[config.mk]
export PLATFORM = sky130hd
export DESIGN_NAME = dense_layer_sequencer
export DESIGN_NICKNAME = d
export VERILOG_FILES = /design/src/rtl/dense_seq_pkg.sv /design/src/rtl/dense_seq_addr_gen.sv /design/src/rtl/dense_layer_sequencer.sv
export SDC_FILE = /design/constraint.sdc
export NUM_CORES = 1
export LEC_CHECK = 0
export ABC_CLOCK_PERIOD_IN_PS = 4000
export CAP_MARGIN = 30
export CORE_ASPECT_RATIO = 1.75
export CORE_UTILIZATION = 49
export DETAILED_ROUTE_END_ITERATION = 16
export MAX_ROUTING_LAYER = met4
export PLACE_DENSITY = 0.85
export SLEW_MARGIN = 25
export SYNTH_ARGS = -nofsm -noshare
export SYNTH_HDL_FRONTEND = slang
export SYNTH_SLANG_ARGS = --single-unit
[constraint.sdc]
create_clock -name clk -period 4 [get_ports clk]
set_clock_uncertainty 0.1 [all_clocks]
set_input_delay 0.6 -clock clk [delete_from_list [all_inputs] [get_ports clk]]
set_output_delay 0.6 -clock clk [all_outputs]
set_load 0.05 [all_outputs]
[src/rtl/dense_seq_pkg.sv]
// Shared types and constants for the dense layer sequencer.
// Data words are Q8.24 fixed point.
package dense_seq_pkg;

    localparam int DW        = 32;
    localparam int FRAC_BITS = 24;

    typedef enum logic [1:0] {
        IDLE,
        STREAM,
        DRAIN,
        WRITE
    } state_t;

    typedef enum logic [1:0] {
        DUMMY,
        ACT,
        WGT,
        BIAS
    } beat_t;

endpackage

[src/rtl/dense_seq_addr_gen.sv]
// Beat sequencing and buffer address generation for one dense layer.
// Weights are walked by a free-running pointer across rows.
module dense_seq_addr_gen
    import dense_seq_pkg::*;
#(
    parameter int AW = 16,
    parameter int LW = 16
) (
    input  logic          clk,
    input  logic          reset,
    input  logic          init,
    input  logic          adv,
    input  logic [AW-1:0] act_base,
    input  logic [AW-1:0] wgt_base,
    input  logic [AW-1:0] bias_base,
    input  logic [LW-1:0] in_len,
    input  logic [LW-1:0] out_len,
    output beat_t         beat,
    output logic [AW-1:0] addr,
    output logic          last_beat,
    output logic          last_neuron
);

    logic [AW-1:0] act_base_q;
    logic [AW-1:0] act_ptr;
    logic [AW-1:0] wgt_ptr;
    logic [AW-1:0] bias_ptr;
    logic [LW-1:0] i_cnt;
    logic [LW-1:0] j_cnt;

    always_ff @(posedge clk or negedge reset) begin
        if (!reset) begin
            beat       <= DUMMY;
            act_base_q <= '0;
            act_ptr    <= '0;
            wgt_ptr    <= '0;
            bias_ptr   <= '0;
            i_cnt      <= '0;
            j_cnt      <= '0;
        end else if (init) begin
            beat       <= DUMMY;
            act_base_q <= act_base;
            act_ptr    <= act_base;
            wgt_ptr    <= wgt_base;
            bias_ptr   <= bias_base;
            i_cnt      <= '0;
            j_cnt      <= '0;
        end else if (adv) begin
            unique case (beat)
                DUMMY: beat <= ACT;
                ACT: begin
                    beat    <= WGT;
                    act_ptr <= act_ptr + AW'(1);
                end
                WGT: begin
                    wgt_ptr <= wgt_ptr + AW'(1);
                    if (i_cnt == in_len - LW'(1)) begin
                        beat  <= BIAS;
                        i_cnt <= '0;
                    end else begin
                        beat  <= ACT;
                        i_cnt <= i_cnt + LW'(1);
                    end
                end
                BIAS: begin
                    // rewind activations for the next neuron
                    beat     <= DUMMY;
                    act_ptr  <= act_base_q;
                    bias_ptr <= bias_ptr + AW'(1);
                    j_cnt    <= j_cnt + LW'(1);
                end
            endcase
        end
    end

    always_comb begin
        addr = '0;
        unique case (beat)
            DUMMY: addr = '0;
            ACT:   addr = act_ptr;
            WGT:   addr = wgt_ptr;
            BIAS:  addr = bias_ptr;
        endcase
    end

    assign last_beat   = (beat == BIAS);
    assign last_neuron = (j_cnt == out_len - LW'(1));

endmodule

[src/rtl/dense_layer_sequencer.sv]
// Streams a dense layer through the single-neuron MAC engine.
// Define DENSE_SEQ_RELU_EN to fuse ReLU into the result write.
module dense_layer_sequencer
    import dense_seq_pkg::*;
#(
    parameter int AW = 16,
    parameter int LW = 16
) (
    input  logic          clk,
    input  logic          reset,
    input  logic          start,
    input  logic [LW-1:0] in_len,
    input  logic [LW-1:0] out_len,
    input  logic [AW-1:0] act_base,
    input  logic [AW-1:0] wgt_base,
    input  logic [AW-1:0] bias_base,
    input  logic [AW-1:0] out_base,
    output logic          busy,
    output logic          done,
    output logic          err,
    output logic          rd_en,
    output logic [AW-1:0] rd_addr,
    input  logic [DW-1:0] rd_data,
    output logic          wr_en,
    output logic [AW-1:0] wr_addr,
    output logic [DW-1:0] wr_data,
    output logic [DW-1:0] acc_data,
    output logic          acc_valid,
    output logic [31:0]   acc_length,
    input  logic [DW-1:0] acc_result
);

    state_t        state;
    state_t        state_nxt;
    beat_t         beat;
    beat_t         pres_beat;
    logic [AW-1:0] gen_addr;
    logic          last_beat;
    logic          last_neuron;
    logic          accept;
    logic          cfg_ok;
    logic          init;
    logic          issue;
    logic [LW-1:0] len_l;
    logic [LW-1:0] len_n;
    logic [AW-1:0] out_ptr;
    logic          pres_valid;
    logic          cap_stage;
    logic [DW-1:0] res_q;
    logic          wr_v;
    logic          done_q;
    logic          err_q;
    logic [DW-1:0] wr_res;

    assign accept = (state == IDLE) && start;
    assign cfg_ok = (in_len != '0) && (out_len != '0);
    assign init   = accept && cfg_ok;

    dense_seq_addr_gen #(
        .AW(AW),
        .LW(LW)
    ) u_addr_gen (
        .clk        (clk),
        .reset      (reset),
        .init       (accept),
        .adv        (issue),
        .act_base   (act_base),
        .wgt_base   (wgt_base),
        .bias_base  (bias_base),
        .in_len     (len_l),
        .out_len    (len_n),
        .beat       (beat),
        .addr       (gen_addr),
        .last_beat  (last_beat),
        .last_neuron(last_neuron)
    );

    always_ff @(posedge clk or negedge reset) begin
        if (!reset) state <= IDLE;
        else        state <= state_nxt;
    end

    always_comb begin
        state_nxt = state;
        unique case (state)
            IDLE:   if (init) state_nxt = STREAM;
            STREAM: if (last_beat && last_neuron) state_nxt = DRAIN;
            DRAIN:  if (cap_stage) state_nxt = WRITE;
            WRITE:  state_nxt = IDLE;
        endcase
    end

    always_comb begin
        busy  = (state != IDLE);
        issue = (state == STREAM);
    end

    always_ff @(posedge clk or negedge reset) begin
        if (!reset) begin
            pres_valid <= 1'b0;
            pres_beat  <= DUMMY;
            cap_stage  <= 1'b0;
            res_q      <= '0;
            wr_v       <= 1'b0;
            len_l      <= '0;
            len_n      <= '0;
            out_ptr    <= '0;
            done_q     <= 1'b0;
            err_q      <= 1'b0;
        end else begin
            pres_valid <= issue;
            pres_beat  <= beat;
            // engine result is valid the cycle after the bias beat
            cap_stage  <= pres_valid && (pres_beat == BIAS);
            if (cap_stage) res_q <= acc_result;
            wr_v       <= cap_stage;
            if (accept) begin
                len_l   <= in_len;
                len_n   <= out_len;
                out_ptr <= out_base;
                err_q   <= !cfg_ok;
            end else if (wr_v) begin
                out_ptr <= out_ptr + AW'(1);
            end
            done_q <= (state == WRITE) || (accept && !cfg_ok);
        end
    end

`ifdef DENSE_SEQ_RELU_EN
    assign wr_res = res_q[DW-1] ? '0 : res_q;
`else
    assign wr_res = res_q;
`endif

    assign done       = done_q;
    assign err        = err_q;
    assign rd_en      = issue && (beat != DUMMY);
    assign rd_addr    = rd_en ? gen_addr : '0;
    assign acc_valid  = pres_valid;
    assign acc_data   = (pres_valid && pres_beat != DUMMY) ? rd_data : '0;
    assign acc_length = 32'(len_l);
    assign wr_en      = wr_v;
    assign wr_addr    = wr_v ? out_ptr : '0;
    assign wr_data    = wr_v ? wr_res : '0;

endmodule

# ---- Word level (Yosys, flattened, before mapping)
# Cells that the tools add are included.
dict set report word_totals {
  memories 0
  romBits 0
  latchBits 0
  input_bits 163
  ff_bits 187
  ram_bits 0
  output_inout_bits 134
}
dict set report classes {
  n_mux 31
  n_eq_ne 12
  multipliers 0
  shift 0
  order_cmp 0
  n_addsub 8
  n_reduce_logical 26
  n_div 0
  n_bitwise 0
}
# op n
set op_table {}
lappend op_table {{16-bit two-way mux} 19}
lappend op_table {{16-bit by 1-bit adder with 16-bit output (second input constant)} 6}
lappend op_table {{32-bit two-way mux} 2}
lappend op_table {{16-bit case mux with 4 select lines} 1}
lappend op_table {{16-bit equality test} 2}
lappend op_table {{16-bit case mux with 2 select lines} 1}
lappend op_table {{16-bit nonzero test} 2}
lappend op_table {{16-bit by 1-bit subtractor with 16-bit output (second input constant)} 2}
lappend op_table {{2-bit case mux with 4 select lines} 2}
lappend op_table {{2-bit nonzero test} 7}
lappend op_table {{2-bit two-way mux} 6}
lappend op_table {{2-bit equality test (second input constant)} 5}
lappend op_table {{1-bit logical AND} 8}
lappend op_table {{2-bit AND reduction} 3}
lappend op_table {{2-bit by 1-bit equality test with 1-bit output (second input constant)} 2}
lappend op_table {{2-bit zero test} 2}
lappend op_table {{2-bit != test (second input constant)} 2}
lappend op_table {{3-bit AND reduction} 1}
lappend op_table {{3-bit nonzero test} 1}
lappend op_table {{2-bit by 1-bit != test with 1-bit output (second input constant)} 1}
lappend op_table {{1-bit zero test} 1}
lappend op_table {{1-bit logical OR} 1}

# ---- Depth between registers and ports, before layout
dict set report logic_depth {
  ltp_word 6
  depth_mapped 12
  mapped_depth_nobuf 10
}

# ---- Hierarchy
# A second synthesis with hierarchy kept.
dict set report hier_totals {
  hier_cells 1230
  hier_area_um2 11028.1
}
# module cells_each area_each_um2 seq_area_each_um2 instances
set by_module_without_submodules {}
lappend by_module_without_submodules {dense_seq_addr_gen 753 6458.7 2452.4 1}
lappend by_module_without_submodules {dense_layer_sequencer 477 4569.4 2227.1 1}

# ---- Least setup slack after synthesis
# No wires, ideal clock.
dict set report synth_path {
  path_type {flip-flop to flip-flop}
  startpoint {register len_n[0]}
  endpoint {register state[1]}
  n_path_buf 1
  path_slack_ns 0.605
  t_arrival_ns 3.170
  setup_time_ns 0.125
  stages_incl_launch_ff 12
  required_time_ns 3.775
  synth_period_minus_slack_ns 3.395
  path_cell_list {dfrtp_1 inv_1 ha_1 or4b_1 buf_2 or4_1 a211o_1 o311ai_1 nand2_1 or4_1 a221o_1 mux2_4}
}
dict set report synth_via {
  elab_chain_len 5
}
# element line
set synth_rtl {}
lappend synth_rtl {{start: declaration} dense_layer_sequencer.sv:45} ;# logic [LW-1:0] len_n;
lappend synth_rtl {{start signal: assignment} dense_layer_sequencer.sv:119} ;# len_n <= out_len;
lappend synth_rtl {{16-bit by 1-bit subtractor with 16-bit output} dense_seq_addr_gen.sv:87} ;# assign last_neuron = (j_cnt == out_len - LW'(1));
lappend synth_rtl {{16-bit equality test} dense_seq_addr_gen.sv:87}
lappend synth_rtl {{1-bit logical AND} dense_layer_sequencer.sv:87} ;# STREAM: if (last_beat && last_neuron) state_nxt = DRAIN;
lappend synth_rtl {{2-bit by 1-bit != test with 1-bit output (no line)} -}
lappend synth_rtl {{3-bit AND reduction (no line)} -}
lappend synth_rtl {{end signal: assignment} dense_layer_sequencer.sv:80} ;# else state <= state_nxt;
lappend synth_rtl {{end: declaration} dense_layer_sequencer.sv:33} ;# state_t state;
# Every way passes these cells.
# A chain may end at the register's enable or synchronous reset.

# ---- Worst setup path in the final report
# Same ends and word-level chain as after synthesis.

==> flow_metrics.tcl <==
set metrics [dict create \
    p_total_uw 4120 \
    postRouteAntennaNets 0 \
    nFillCells 1733 \
    grt_first_pass_wirelength_mm 50.0 \
    die_w_um 115 \
    via_count 9947 \
    dr.pass1.iters 5 \
    critPathRequiredTime_ns 4.23 \
    setup_violations 0 \
    hold_path.class "reg2reg" \
    timing.final.crit_period_ns 3.65 \
    cts_buffer_depth 2 \
    multiInputGateArea_sq_um 5780 \
    critical_path.startpoint_type "flip-flop" \
    root_buffer "clkbuf_16" \
    cap_violations 0 \
    tns_ns 0 \
    final_area_sq_um 14500 \
    yosysWarningCount 0 \
    synthFlopType "dfrtp_1" \
    ys_ff_latch 187 \
    cts_resized 0 \
    pin_count 297 \
    clk_pin_slew_worst_paths_ns 0.07 \
    die_y_um 199 \
    route.detailed.drc 0 \
    antenna_found_initial 2 \
    drt-total-wl_mm 32.3 \
    routedWlPerCell_um 17.9 \
    avgSynthCellArea_sq_um 8.70 \
    ys_seq_area_frac 0.431 \
    outcome "completed" \
    cp_max_fo 7 \
    finalHoldViolations 0 \
    hpwl_mm 24.2 \
    drive_gt1_frac 0.0770 \
    grt_usage 0.296 \
    dieArea_sq_um 22800 \
    end_kind "flip-flop" \
    globalplace.congestion 0.910 \
    overflow 0 \
    cts_tree "done" \
    syn2layout_area_growth_pct 33.2 \
    clk_latency_ns 0.44 \
    cp.arrival_ns 3.88 \
    viasPerCell 5.53 \
    numCtsBuffers 17 \
    powerDensity_nw_per_um2 284 \
    drtIter0Drc 548 \
    io_buffers 280 \
    fin_nets 1669 \
    cts_htree_levels 4 \
    path_class "reg2reg" \
    clock_sinks 187 \
    fin_crit_sh 0.913 \
    syn_inst 1250 \
    placed_area_sq_um 13800 \
    synth_area_sq_um 10900 \
    async_flop_share 1.00 \
    worst_slew_pin_slew_ns 0.829 \
    clock.fmax_mhz 274 \
    synth.distinct_cells 59 \
    slew_violations 0 \
    grt_pass1_vias 9846 \
    finalCoreUtilization 0.671 \
    grt_max_degree 95 \
    relSlewSlack 0.447 \
    rows 71 \
    p_leak_uw 0.00632 \
    seq_area_sq_um 4680 \
    initial_core_util 0.504 \
    rsz0062_at_grt "no" \
    peakVddDrop_uv 369 \
    synth_edf_count 0 \
    coreArea_sq_um 21600 \
]
[flip-flops by register name, indices dropped and copies added (netlist names)]
signal,cells
res_q,32
len_l,16
len_n,16
out_ptr,16
u_addr_gen.act_base_q,16
u_addr_gen.act_ptr,16
u_addr_gen.bias_ptr,16
u_addr_gen.i_cnt,16
u_addr_gen.j_cnt,16
u_addr_gen.wgt_ptr,16
pres_beat,2
state,2
u_addr_gen.beat,2
acc_valid,1
cap_stage,1
done,1
err,1
wr_en,1
[cell usage after synthesis (5+ instances only)]
| master | count | area share |
|---|---|---|
| xnor2_1 | 41 | 0.033 |
| a211oi_1 | 5 | 0.0035 |
| mux2_2 | 46 | 0.048 |
| nand2b_1 | 13 | 0.0075 |
| xor2_1 | 54 | 0.044 |
| clkbuf_1 | 63 | 0.022 |
| nor2b_1 | 22 | 0.013 |
| nor4_1 | 14 | 0.0081 |
| a21oi_1 | 37 | 0.017 |
| and2_1 | 85 | 0.049 |
| buf_4 | 16 | 0.011 |
| o22ai_1 | 9 | 0.0052 |
| dfrtp_1 | 187 | 0.43 |
| a211o_1 | 5 | 0.0040 |
| a22oi_1 | 17 | 0.012 |
| and3_1 | 31 | 0.018 |
| mux2i_1 | 8 | 0.0074 |
| nor3_1 | 15 | 0.0069 |
| o21ai_0 | 77 | 0.035 |
| or3_1 | 12 | 0.0069 |
| nand2_1 | 248 | 0.086 |
| o221ai_1 | 7 | 0.0056 |
| nor2_1 | 74 | 0.026 |
| a31oi_1 | 10 | 0.0058 |
| ha_1 | 13 | 0.015 |
| buf_1 | 6 | 0.0021 |
| a21o_1 | 7 | 0.0048 |
| nand3_1 | 38 | 0.017 |
| or4_1 | 7 | 0.0048 |
| nor3b_1 | 11 | 0.0076 |
| nand4_1 | 9 | 0.0052 |
| inv_1 | 21 | 0.0073 |
[final cells by class]
type | instances | share of cell area
clock buffer | 18 | 0.0303
tap | 292 | 0.0252
clock inverter | 14 | 0.0133
inverter | 21 | 0.00544
timing repair buffer | 297 | 0.203
multi-input combinational | 969 | 0.399
sequential | 187 | 0.323
antenna | 2 | 0.000346
[stage by stage]
| step | cells | worst slack (ns) | hold slack [ns] |
|---|---|---|---|
| finish | 1800 | 0.347 | 0.374 |
| global route | 1800 | 0.142 | 0.407 |
| detailed placement | 1763 | 0.456 | 0.364 |
| global placement | 1762 | 0.561 | 0.359 |
| floorplan | 1265 | 0.605 | 0.204 |
| CTS | 1795 | 0.374 | 0.182 |
[cells by family (layout without fill, tap and decap cells)]
group | count (synthesis) | after routing | share of synthesized area
other | 1 | 18 | 0.000345
adder cells (fa/ha/maj) | 13 | 13 | 0.0150
multiplexers | 55 | 55 | 0.0564
buffers and inverters | 109 | 350 | 0.0435
AND/OR/NAND/NOR | 591 | 591 | 0.264
flip-flops | 187 | 187 | 0.431
XOR/XNOR | 95 | 95 | 0.0766
AO/OA/AOI/OAI | 199 | 199 | 0.114
[power breakdown]
group,total [uW],internal [uW],switching [uW]
combinational,374,193,180
sequential,1910,1910,8.67
clock,1830,1060,766
total,4120,3160,955
[path summary, 6_finish.rpt]
kind,startpoint,end,slack (ns),cells after the start
min reg2reg,u_addr_gen.act_base_q[6],u_addr_gen.act_base_q[6],0.37,2
min,u_addr_gen.act_base_q[6],u_addr_gen.act_base_q[6],0.37,2
max reg2reg,len_n[0],state[1],0.35,11
max,len_n[0],state[1],0.35,11
max in group asynchronous,reset,u_addr_gen.bias_ptr[7],2.38,4
min in group asynchronous,reset,len_n[9],0.48,2
[timing repair]
item | CTS | global route
endpoints found under the hold margin | 0 | 22
hold buffers | 0 | 1
setup buffers | 0 | 0
[layout by cell type, fill, tap and decap left out, types with 22 or more instances in the layout]
| cell type | count |
|---|---|
| and3_1 | 31 |
| and2_1 | 84 |
| dfrtp_1 | 187 |
| a21oi_1 | 37 |
| xor2_1 | 54 |
| xnor2_1 | 41 |
| buf_4 | 28 |
| nor2_1 | 74 |
| mux2_2 | 46 |
| clkdlybuf4s50_1 | 263 |
| o21ai_0 | 77 |
| nor2b_1 | 22 |
| nand3_1 | 38 |
| nand2_1 | 248 |
[worst max-delay path, cell delays in order, from the launching register on]
cell     delay (ns)
dfrtp_1        0.42
inv_1          0.10
ha_1           0.30
or4b_1         0.48
buf_4          0.18
o41ai_2        0.35
xnor2_1        0.11
nor3_1         0.22
a21oi_1        0.07
or4_1          0.54
a221o_1        0.36
mux2_4         0.30
[per-layer routing]
metal,global-route usage,vias up,part of all wire
li1,-,4704,-
met1,0.289,4753,0.35
met4,0.188,0,0.059
met5,-,-,0
met3,0.0573,109,0.057
met2,0.529,381,0.53
Note: power is estimated with default switching activity, not from simulation.
